### src/rtl/wb_serial_pkg.sv
// rtl/wb_serial_pkg.sv - opcodes, status codes and FSM states for wb_serial_master
package wb_serial_pkg;

    localparam logic [7:0] OP_WRITE   = 8'h01;
    localparam logic [7:0] OP_READ    = 8'h02;

    localparam logic [7:0] ST_OK      = 8'h00;
    localparam logic [7:0] ST_TIMEOUT = 8'hEE;
    localparam logic [7:0] ST_BADOP   = 8'hFF;

    typedef enum logic [2:0] {
        S_IDLE,
        S_ADDR,
        S_DATA,
        S_BUS,
        S_RESP,
        S_RDATA
    } state_t;

endpackage

### src/rtl/wb_serial_master.sv
// rtl/wb_serial_master.sv - byte-stream to classic Wishbone master bridge
// Optional ack watchdog enabled by defining WB_SERIAL_TIMEOUT_EN.
module wb_serial_master
    import wb_serial_pkg::*;
#(
    parameter int AW      = 32,
    parameter int DW      = 32,
    parameter int TIMEOUT = 255
) (
    input  logic          wb_clk_i,
    input  logic          wb_reset_i,
    input  logic [7:0]    rx_data,
    input  logic          rx_valid,
    output logic          rx_get,
    output logic [7:0]    tx_data,
    output logic          tx_valid,
    input  logic          tx_ready,
    output logic [AW-1:0] wb_adr_o,
    output logic [DW-1:0] wb_dat_o,
    input  logic [DW-1:0] wb_dat_i,
    output logic          wb_we_o,
    output logic [DW/8-1:0] wb_sel_o,
    output logic          wb_cyc_o,
    output logic          wb_stb_o,
    input  logic          wb_ack_i
);

    state_t        r_state;
    state_t        w_next;
    logic          r_rx_get;
    logic [1:0]    r_cnt;
    logic          r_is_read;
    logic [7:0]    r_status;
    logic [31:0]   r_adr;
    logic [DW-1:0] r_dat;
    logic [DW-1:0] r_rdata;
    logic          w_rx_state;
    logic          w_expire;

    assign w_rx_state = (r_state == S_IDLE) || (r_state == S_ADDR) || (r_state == S_DATA);
    assign rx_get     = r_rx_get;
    assign wb_adr_o   = r_adr[AW-1:0];
    assign wb_dat_o   = r_dat;
    assign wb_sel_o   = '1;

`ifdef WB_SERIAL_TIMEOUT_EN
    localparam int TW = (TIMEOUT > 255) ? $clog2(TIMEOUT + 1) : 8;
    logic [TW-1:0] r_tmo;

    // Counts BUS cycles without ack; expiry is evaluated on the edge that would reach TIMEOUT.
    always_ff @(posedge wb_clk_i or posedge wb_reset_i) begin
        if (wb_reset_i) begin
            r_tmo <= '0;
        end else if (r_state == S_BUS) begin
            r_tmo <= r_tmo + 1'b1;
        end else begin
            r_tmo <= '0;
        end
    end

    assign w_expire = (r_state == S_BUS) && (r_tmo == TW'(TIMEOUT - 1));
`else
    localparam int unused_timeout = TIMEOUT;
    assign w_expire = 1'b0;
`endif

    always_ff @(posedge wb_clk_i or posedge wb_reset_i) begin
        if (wb_reset_i) begin
            r_state <= S_IDLE;
        end else begin
            r_state <= w_next;
        end
    end

    always_comb begin
        w_next = r_state;
        case (r_state)
            S_IDLE:  if (r_rx_get) w_next = (rx_data == OP_WRITE || rx_data == OP_READ) ? S_ADDR : S_RESP;
            S_ADDR:  if (r_rx_get && r_cnt == 2'd3) w_next = r_is_read ? S_BUS : S_DATA;
            S_DATA:  if (r_rx_get && r_cnt == 2'd3) w_next = S_BUS;
            S_BUS:   if (wb_ack_i || w_expire) w_next = S_RESP;
            S_RESP:  if (tx_ready) w_next = r_is_read ? S_RDATA : S_IDLE;
            S_RDATA: if (tx_ready && r_cnt == 2'd3) w_next = S_IDLE;
            default: w_next = S_IDLE;
        endcase
    end

    always_comb begin
        wb_cyc_o = 1'b0;
        wb_stb_o = 1'b0;
        wb_we_o  = 1'b0;
        tx_valid = 1'b0;
        tx_data  = 8'h00;
        case (r_state)
            S_BUS: begin
                wb_cyc_o = 1'b1;
                wb_stb_o = 1'b1;
                wb_we_o  = !r_is_read;
            end
            S_RESP: begin
                tx_valid = 1'b1;
                tx_data  = r_status;
            end
            S_RDATA: begin
                tx_valid = 1'b1;
                case (r_cnt)
                    2'd0:    tx_data = r_rdata[7:0];
                    2'd1:    tx_data = r_rdata[15:8];
                    2'd2:    tx_data = r_rdata[23:16];
                    default: tx_data = r_rdata[31:24];
                endcase
            end
            default: ;
        endcase
    end

    // A byte is consumed on the edge where rx_get is high; blocking back-to-back pulses
    // gives the source a cycle to advance rx_valid/rx_data.
    always_ff @(posedge wb_clk_i or posedge wb_reset_i) begin
        if (wb_reset_i) begin
            r_rx_get  <= 1'b0;
            r_cnt     <= 2'd0;
            r_is_read <= 1'b0;
            r_status  <= ST_OK;
            r_adr     <= '0;
            r_dat     <= '0;
            r_rdata   <= '0;
        end else begin
            r_rx_get <= rx_valid && w_rx_state && !r_rx_get;
            case (r_state)
                S_IDLE: begin
                    r_cnt <= 2'd0;
                    if (r_rx_get) begin
                        r_is_read <= (rx_data == OP_READ);
                        if (rx_data != OP_WRITE && rx_data != OP_READ) r_status <= ST_BADOP;
                    end
                end
                S_ADDR: if (r_rx_get) begin
                    r_adr <= {rx_data, r_adr[31:8]};
                    r_cnt <= r_cnt + 2'd1;
                end
                S_DATA: if (r_rx_get) begin
                    r_dat <= {rx_data, r_dat[DW-1:8]};
                    r_cnt <= r_cnt + 2'd1;
                end
                S_BUS: begin
                    if (wb_ack_i) begin
                        r_status <= ST_OK;
                        if (r_is_read) r_rdata <= wb_dat_i;
                    end else if (w_expire) begin
                        r_status <= ST_TIMEOUT;
                        r_rdata  <= '0;
                    end
                end
                S_RDATA: if (tx_ready) r_cnt <= r_cnt + 2'd1;
                default: ;
            endcase
        end
    end

endmodule

### config.mk
export PLATFORM = sky130hd
export DESIGN_NAME = wb_serial_master
export DESIGN_NICKNAME = d
export VERILOG_FILES = /design/src/rtl/wb_serial_pkg.sv /design/src/rtl/wb_serial_master.sv
export SDC_FILE = /design/constraint.sdc
export NUM_CORES = 1
export LEC_CHECK = 0
export BUFFER_PORTS_ARGS = -buffer_cell sky130_fd_sc_hd__buf_2
export CORE_UTILIZATION = 50
export CTS_CLUSTER_SIZE = 28
export DETAILED_ROUTE_END_ITERATION = 10
export PLACE_DENSITY = 0.72
export RECOVER_POWER = 100
export SETUP_SLACK_MARGIN = 0.15
export SYNTH_ARGS = -nofsm -noshare
export SYNTH_HDL_FRONTEND = slang
export SYNTH_SLANG_ARGS = --single-unit
### constraint.sdc
create_clock -name wb_clk_i -period 9.4 [get_ports wb_clk_i]
set_clock_uncertainty 0.15 [all_clocks]
set_input_delay 0.94 -clock wb_clk_i [delete_from_list [all_inputs] [get_ports wb_clk_i]]
set_output_delay 0.94 -clock wb_clk_i [all_outputs]
set_load 0.05 [all_outputs]
Word level (Yosys, flattened, before mapping)
Cells that the tools add are included.
{ "word_totals": {"reg_bits": 111, "elab_cells": 75, "input_bits": 45, "out_inout_bits": 81} }
{ "classes": {"n_mux": 22, "eq_ne": 21, "n_reduce_logical": 23, "addsub": 1} }
{ "ops": {"columns": ["op", "n"], "rows": [
  ["one-hot mux 8 bit (2 select lines)", 2],
  ["two-way mux 3 bit", 8],
  ["two-way mux 8 bit", 3],
  ["one-hot mux 8 bit (3 select lines)", 1],
  ["one-hot mux 3 bit (6 select lines)", 1],
  ["!= test 2 bit, second input constant", 5],
  ["equality test 8 x 1 -> 1 bit, second input constant", 1],
  ["equality test 8 x 2 -> 1 bit, second input constant", 1],
  ["!= test 2 x 1 -> 1 bit, second input constant", 4],
  ["!= test 8 x 1 -> 1 bit, second input constant", 1],
  ["!= test 8 x 2 -> 1 bit, second input constant", 1],
  ["equality test 3 x 2 -> 1 bit, second input constant", 2],
  ["equality test 3 bit, second input constant", 2],
  ["one-hot mux 2 bit (3 select lines)", 1],
  ["AND reduction 2 bit", 3],
  ["AND reduction 3 bit", 2],
  ["AND reduction 6 bit", 1],
  ["logical AND 1 bit", 5],
  ["equality test 2 bit, second input constant", 2],
  ["two-way mux 1 bit", 4],
  ["two-way mux 2 bit", 2],
  ["AND reduction 4 bit", 1],
  ["OR reduction 2 bit", 2],
  ["equality test 3 x 1 -> 1 bit, second input constant", 1],
  ["other kinds (8)", 11]
]} }

Logic depth before layout (Yosys ltp)
Gate-level depths: netlist of run 1.
{ "logic_depth": {"ltp_word": 5, "mapped_depth": 7, "mapped_depth_nobuf": 6} }

Least setup slack after synthesis of run 1
OpenSTA, ideal clock, no wires.
{ "synth_timing": {"path_type": "reg2out", "start": "register r_state[1]", "end": "output tx_data[1]", "slack_ns": 6.012, "n_path_buf": 1, "t_arrival_ns": 2.298, "stages_incl_launch_ff": 6, "t_required_ns": 8.310, "cell_sequence": "dfrtp_1 > buf_6 > or2b_1 > inv_2 > nand2_1 > o21ai_0"} }
{ "synth_between": {"elab_chain_cells": 2, "elab_cells_between_ends": 3, "classes_between": "eq/ne (2); mux (1)"} }
{ "synth_lines": {"columns": ["element", "line_no", "source"], "rows": [
  ["start, declared", "wb_serial_master.sv:28", "state_t r_state;"],
  ["start signal, assigned", "wb_serial_master.sv:71", "r_state <= w_next;"],
  ["equality test 3 bit", "wb_serial_master.sv:94", "case (r_state)"],
  ["one-hot mux 8 bit (2 select lines) (*)", "wb_serial_master.sv:94", null],
  ["end, declared", "wb_serial_master.sv:15", "output logic [7:0] tx_data,"]
]} }
Mark *: on every way between the ends. The rest lies on a longest branch, timed or not.

==> results of run 1 <==
==> final cells by class <==
| cell class | count | area (um^2) | area share, % |
|---|---|---|---|
| Sequential cell | 104 | 2603 | 49.46 |
| Timing Repair Buffer | 123 | 515.5 | 9.798 |
| Clock inverter | 7 | 77.57 | 1.474 |
| Clock buffer | 9 | 123.9 | 2.354 |
| Inverter | 8 | 31.28 | 0.5945 |
| Multi-Input combinational cell | 198 | 1749 | 33.25 |
| Tap cell | 129 | 161.4 | 3.068 |
==> power by group <==
group          total [uW]  switching, uW  internal, uW
clock network         281            155           125
logic                 909            649           260
registers             783            149           634
total                1970            953          1020
==> routing by layer <==
metal / wire length, um / up-vias / track usage, %
li1: - / 1399 / -
met2: 4775 / 82 / 33.19
met3: 487 / 7 / 5.501
met4: 78 / 0 / 6.132
met1: 4327 / 1508 / 26.32
met5: 0 / - / 0
==> sequential cells by signal, summed over array words and instances (netlist names) <==
| register | flops |
|---|---|
| r_cnt | 2 |
| r_is_read | 1 |
| r_rdata | 32 |
| r_state | 3 |
| r_status | 1 |
| rx_get | 1 |
| wb_adr_o | 32 |
| wb_dat_o | 32 |
==> worst max-delay path by stage <==
stage,startpoint,slack (ns),end
after floorplan,wb_reset_i,5.58,r_cnt[0]
after global placement,r_state[2],6.52,tx_data[7]
after detailed placement,r_state[2],6.43,tx_data[7]
after CTS,r_state[2],6.02,tx_data[7]
after global routing,wb_reset_i,3.68,wb_dat_o[6]
final,wb_reset_i,4.58,wb_adr_o[12]
==> placed cells by master, fill, tap and decap left out, types with 3 or more instances in the layout <==
cell type,netlist,routed
a21oi_1,12,12
a222oi_1,8,8
a31oi_1,3,3
and3_1,4,4
buf_2,2,43
clkbuf_1,4,80
clkbuf_8,0,9
conb_1,1,4
dfrtp_1,104,104
ha_1,5,5
inv_1,6,5
mux2_1,3,60
mux2_2,35,35
mux2_4,60,3
nand2_1,8,9
nand2b_1,3,3
nor2_1,13,14
o21ai_0,12,12
==> worst register-to-register path: cells and delay by family (launching register included) <==
kind | cells | cell delay, ns
flops | 1 | 0.66
mux | 1 | 0.45
buf+inv | 2 | 1.44
simple gates | 1 | 0.19
==> metrics by stage <==
step	total power [uW]	instance area (um^2)	util (%)	hold WS, ns	cells
after global routing	2085	5261	56.41	0.3600	578
after floorplan	1674	4853	-	0.3308	336
after detailed placement	1880	5405	57.95	0.3415	562
after global placement	1852	5405	57.95	0.3356	562
after CTS	2167	5607	60.11	0.3649	578
final	1973	5261	56.41	0.3450	578
==> cell families (layout without fill, tap and decap cells) <==
logic type / Yosys count / count (layout) / share of synthesized area (%)
buf+inv: 34 / 147 / 5.478
simple gates: 42 / 42 / 4.755
other cells: 1 / 4 / 0.07745
flops: 104 / 104 / 53.75
xor+xnor: 2 / 2 / 0.3618
fa+ha+maj: 6 / 6 / 1.525
compound gates: 45 / 45 / 6.409
mux: 99 / 99 / 27.65
==> metrics.cfg, run 1 <==
[floorplanning]
dieWidth_um=100.4
die_h_um=100.4
initial_core_util_pct=51.91
die_area_um2=10080
coreArea_um2=9328
io_pins=126
rows=35

[power]
p_leak_uw=0.002448
max-vdd-ir-drop_v=0.0001573
p_per_area_nw_per_um2=375.0

[synthesis]
synth_cell_type_count=49
synth.area.top_cells=dfrtp_1 (54%), mux2_4 (19%), mux2_2 (8.1%), a222oi_1 (1.7%), buf_6 (1.6%)
yosysMostFrequentCell=dfrtp_1
synth_commonest_cells=dfrtp_1 (104), mux2_4 (60), mux2_2 (35)
async_flop_share_pct=100.0
synth_top_area_share_pct=53.75
syn-cell-area_um2=4842
ys_seq_area_share_pct=53.75
synthCells=333
synth_area_leader_cell=dfrtp_1
ys.flop_type=dfrtp_1
synth_edf_count=0
yosysWarnings=0
avgSynthCellArea_um2=14.54
ys_seq_elements=104

[setup_path]
r2r_setup_slack_ns=6.40
endpoint_kind=async pin
cp_num_cells=3
worstPathRequired_ns=9.05
r2r_start=r_state[0]
crit_path_max_incr_delay_ns=2.27
crit_chain=buf_2 -> clkinvlp_2 -> clkbuf_1
critPathTopFamily=buffers and inverters
rr_worst_depth=4
slowest_stage=clkbuf_1
path_buf_inv=3
worstSetupStartpointType=input pin
setup.worst_path.class=in -> async
r2r-end=wb_adr_o[22]
crit_fanout=60
arrival_ns=4.47

[placed_design]
gp_congestion=0.8486
pre_cts_slack_ns=6.434
io_buffers=121
hpwlAfterDp_um=6945

[clock_tree]
clk_latency_ns=0.36
root_buffer=clkbuf_8
cts_tree=done
post_cts_resized=0
hold_buffers=0
clock_sinks=104
clock_path_buffers=2
path_clk_slew_ns=0.09
cts_buffers=9
ctsHtreeMaxLevel=3
post_cts_buffers=0

[worst_hold_path]
worstHoldStart=wb_dat_o[1]
hold_path_end=wb_dat_o[1]
hold_class=reg -> reg
hold_path_depth=1

[timing]
post-route-period-util_pct=51.29
fmax_ghz=0.2074
hold_viol_final=0
slew_viol_final=140
setup_viol=0
period_minus_slack_ns=4.821
setup-tns-final_ns=0
worst_slew_pin_slew_ns=3.087
setup_slack_ns=4.579
rsz0062_at_grt=false
slew_headroom_pct=-105.8

[run_status]
status=complete, but fails checks
violations=capacitance limit, slew limit

[finish]
final_nets=494
n_fill_cell=881
area_growth_pct=8.656
layout-drive-gt1-share_pct=22.94
n_antenna_cell=0

[global_routing]
track_usage_pct=20.25
antenna_found_initial=0
grt_pass1_wl_um=15610
grt_pass1_vias=3025
grt_start_max_net_pins=61
gr-total-overflow=0

[route]
drc=0
routed_wl_um=9668
drtIter0Drc=100
num_vias=2996
firstDrtPassIters=4
antenna_left=0
wire_per_inst_um=16.73
viasPerCell=5.183

[job]
drv_cap=3

(Power assumes the default switching activity.)
==> run 2: changes to the inputs <==
--- a/config.mk
+++ b/config.mk
@@ -6,7 +6,7 @@
 export NUM_CORES = 1
 export LEC_CHECK = 0
 export BUFFER_PORTS_ARGS = -buffer_cell sky130_fd_sc_hd__buf_2
-export CORE_UTILIZATION = 50
+export CORE_UTILIZATION = 48
 export CTS_CLUSTER_SIZE = 28
 export DETAILED_ROUTE_END_ITERATION = 10
 export PLACE_DENSITY = 0.72
==> constraint.sdc (replaced) <==
create_clock -name wb_clk_i -period 4.02 [get_ports wb_clk_i]
set_clock_uncertainty 0.15 [all_clocks]
set_input_delay 0.402 -clock wb_clk_i [delete_from_list [all_inputs] [get_ports wb_clk_i]]
set_output_delay 0.402 -clock wb_clk_i [all_outputs]
set_load 0.05 [all_outputs]
==> metrics.cfg, run 2 (synthesis results as in run 1) <==
[run_status]
status=complete, but fails checks
violations=capacitance limit, slew limit

[timing]
slew_headroom_pct=-17.99  ; +88 points
setup_slack_ns=1.038  ; -3.541 ns
period_minus_slack_ns=2.982
post-route-period-util_pct=74.19
hold_viol_final=0  ; unchanged
fmax_ghz=0.3353
slew_viol_final=120  ; -14%
rsz0062_at_grt=false
hold_ws_ns=0.09785  ; -0.2471 ns
setup_viol=0  ; unchanged
setup-tns-final_ns=0  ; unchanged
worst_slew_pin_slew_ns=1.767  ; -1.320 ns

[clock_tree]
clock_path_buffers=2  ; unchanged
post_cts_resized=0  ; unchanged
root_buffer=clkbuf_8
cts_tree=done
hold_buffers=0  ; unchanged
post_cts_buffers=0  ; unchanged
clk_latency_ns=0.37  ; about the same
ctsHtreeMaxLevel=3  ; unchanged
clock_sinks=104  ; unchanged
path_clk_slew_ns=0.10  ; about the same
cts_buffers=9  ; unchanged

[power]
power_uw=4614  ; +130%
p_per_area_nw_per_um2=876.0  ; +130%
p_leak_uw=0.002449  ; about the same
max-vdd-ir-drop_v=0.0003619  ; +130%

[floorplanning]
coreArea_um2=9774  ; +4.8%
die_area_um2=10490  ; +4.1%
initial_core_util_pct=49.54  ; -2.4 points
die_h_um=102.4  ; +2.0%
io_pins=126  ; unchanged
dieWidth_um=102.4  ; +2.0%
rows=36  ; +2.9%

[placed_design]
io_buffers=121  ; unchanged
pre_cts_slack_ns=1.525  ; -4.909 ns
hpwlAfterDp_um=6617  ; -4.7%
gp_congestion=0.7807  ; -8.0%

[route]
viasPerCell=5.239  ; +1.1%
firstDrtPassIters=6  ; +2
antenna_left=0  ; unchanged
routed_wl_um=9413  ; -2.6%
drc=0  ; unchanged
drtIter0Drc=122  ; +22%
num_vias=3049  ; +1.8%
wire_per_inst_um=16.17  ; -3.3%

[setup_path]
r2r_start=r_state[0]
worstSetupStartpointType=register
r2r-end=wb_adr_o[22]
setup.worst_path.class=reg -> reg
slowest_stage=clkbuf_1
arrival_ns=3.08  ; -1.39 ns
r2r_setup_slack_ns=1.04  ; -5.36 ns
crit_path_max_incr_delay_ns=1.23  ; -1.04 ns
endpoint_kind=register
worstPathRequired_ns=4.11  ; -4.94 ns
crit_fanout=32  ; -47%
rr_worst_depth=4  ; unchanged
crit_chain=inv_1 -> nor3_4 -> clkbuf_1 -> mux2_2

[finish]
n_antenna_cell=0  ; unchanged
multiInputGateArea_um2=1748  ; about the same
ff_latch_area_um2=2603  ; unchanged
final_util_pct=53.89  ; -2.5 points
layout_common_cells=dfrtp_1 (104), clkbuf_1 (81), mux2_1 (60), buf_2 (43), mux2_2 (35)
final_common_cell=dfrtp_1
area_growth_pct=8.785
layout-drive-gt1-share_pct=22.72  ; -0.22 points
final_nets=494  ; unchanged
n_fill_cell=908  ; +3.1%

[global_routing]
track_usage_pct=18.59  ; -1.7 points
grt_pass1_vias=2960  ; -2.1%
gr-total-overflow=0  ; unchanged
grt_start_max_net_pins=87  ; +43%
antenna_found_initial=0  ; unchanged
grt_pass1_wl_um=14800  ; -5.2%

[worst_hold_path]
hold_path_end=r_rdata[9]
hold_class=in -> reg
worstHoldStart=wb_dat_i[9]
hold_path_depth=2  ; +1

[job]
drv_cap=2  ; -1

[run 2: cell type report]
class                           count  area share, %
Clock buffer                       11          2.684
Clock inverter                      5          1.211
Inverter                            8         0.5701
Multi-Input combinational cell    198          33.18
Sequential cell                   104          49.41
Tap cell                          133          3.159
Timing Repair Buffer              123          9.786
[run 2: through the flow]
| stage | instances | instance area (um^2) |
|---|---|---|
| floorplan | 336 | 4853 |
| global placement | 566 | 5410 |
| detailed placement | 566 | 5410 |
| CTS | 582 | 5615 |
| global route | 582 | 5268 |
| finish | 582 | 5268 |
[run 2: where the power goes]
group | total [uW] | internal (uW) | switching (uW)
Combinational | 2120 | 603 | 1520
Sequential | 1820 | 1480 | 337
Clock | 675 | 311 | 363
[run 2: routing by layer]
| metal | global-route usage (%) | part of all wire (%) |
|---|---|---|
| met4 | 6.374 | 1.3 |
| met1 | 24.39 | 44 |
| met3 | 5.677 | 5.7 |
| met5 | 0 | 0 |
| met2 | 29.28 | 49 |
[run 2: worst max-delay path, delay by kind of cell (launching register included)]
kind | cells | cell delay (ns)
buf+inv | 2 | 1.44
mux | 1 | 0.44
simple gates | 1 | 0.18
flops | 1 | 0.64
[run 2: worst max-delay path by stage]
| stage | startpoint | endpoint | slack [ns] | cells past startpoint |
|---|---|---|---|---|
| after floorplan | wb_reset_i | r_cnt[0] | 0.74 | 1 |
| after global placement | r_state[1] | r_rdata[30] | 1.62 | 4 |
| after detailed placement | r_state[1] | r_rdata[30] | 1.52 | 4 |
| after CTS | r_state[2] | tx_data[3] | 1.22 | 5 |
| after global routing | r_state[0] | wb_adr_o[22] | 0.84 | 4 |
| final | r_state[0] | wb_adr_o[22] | 1.04 | 4 |
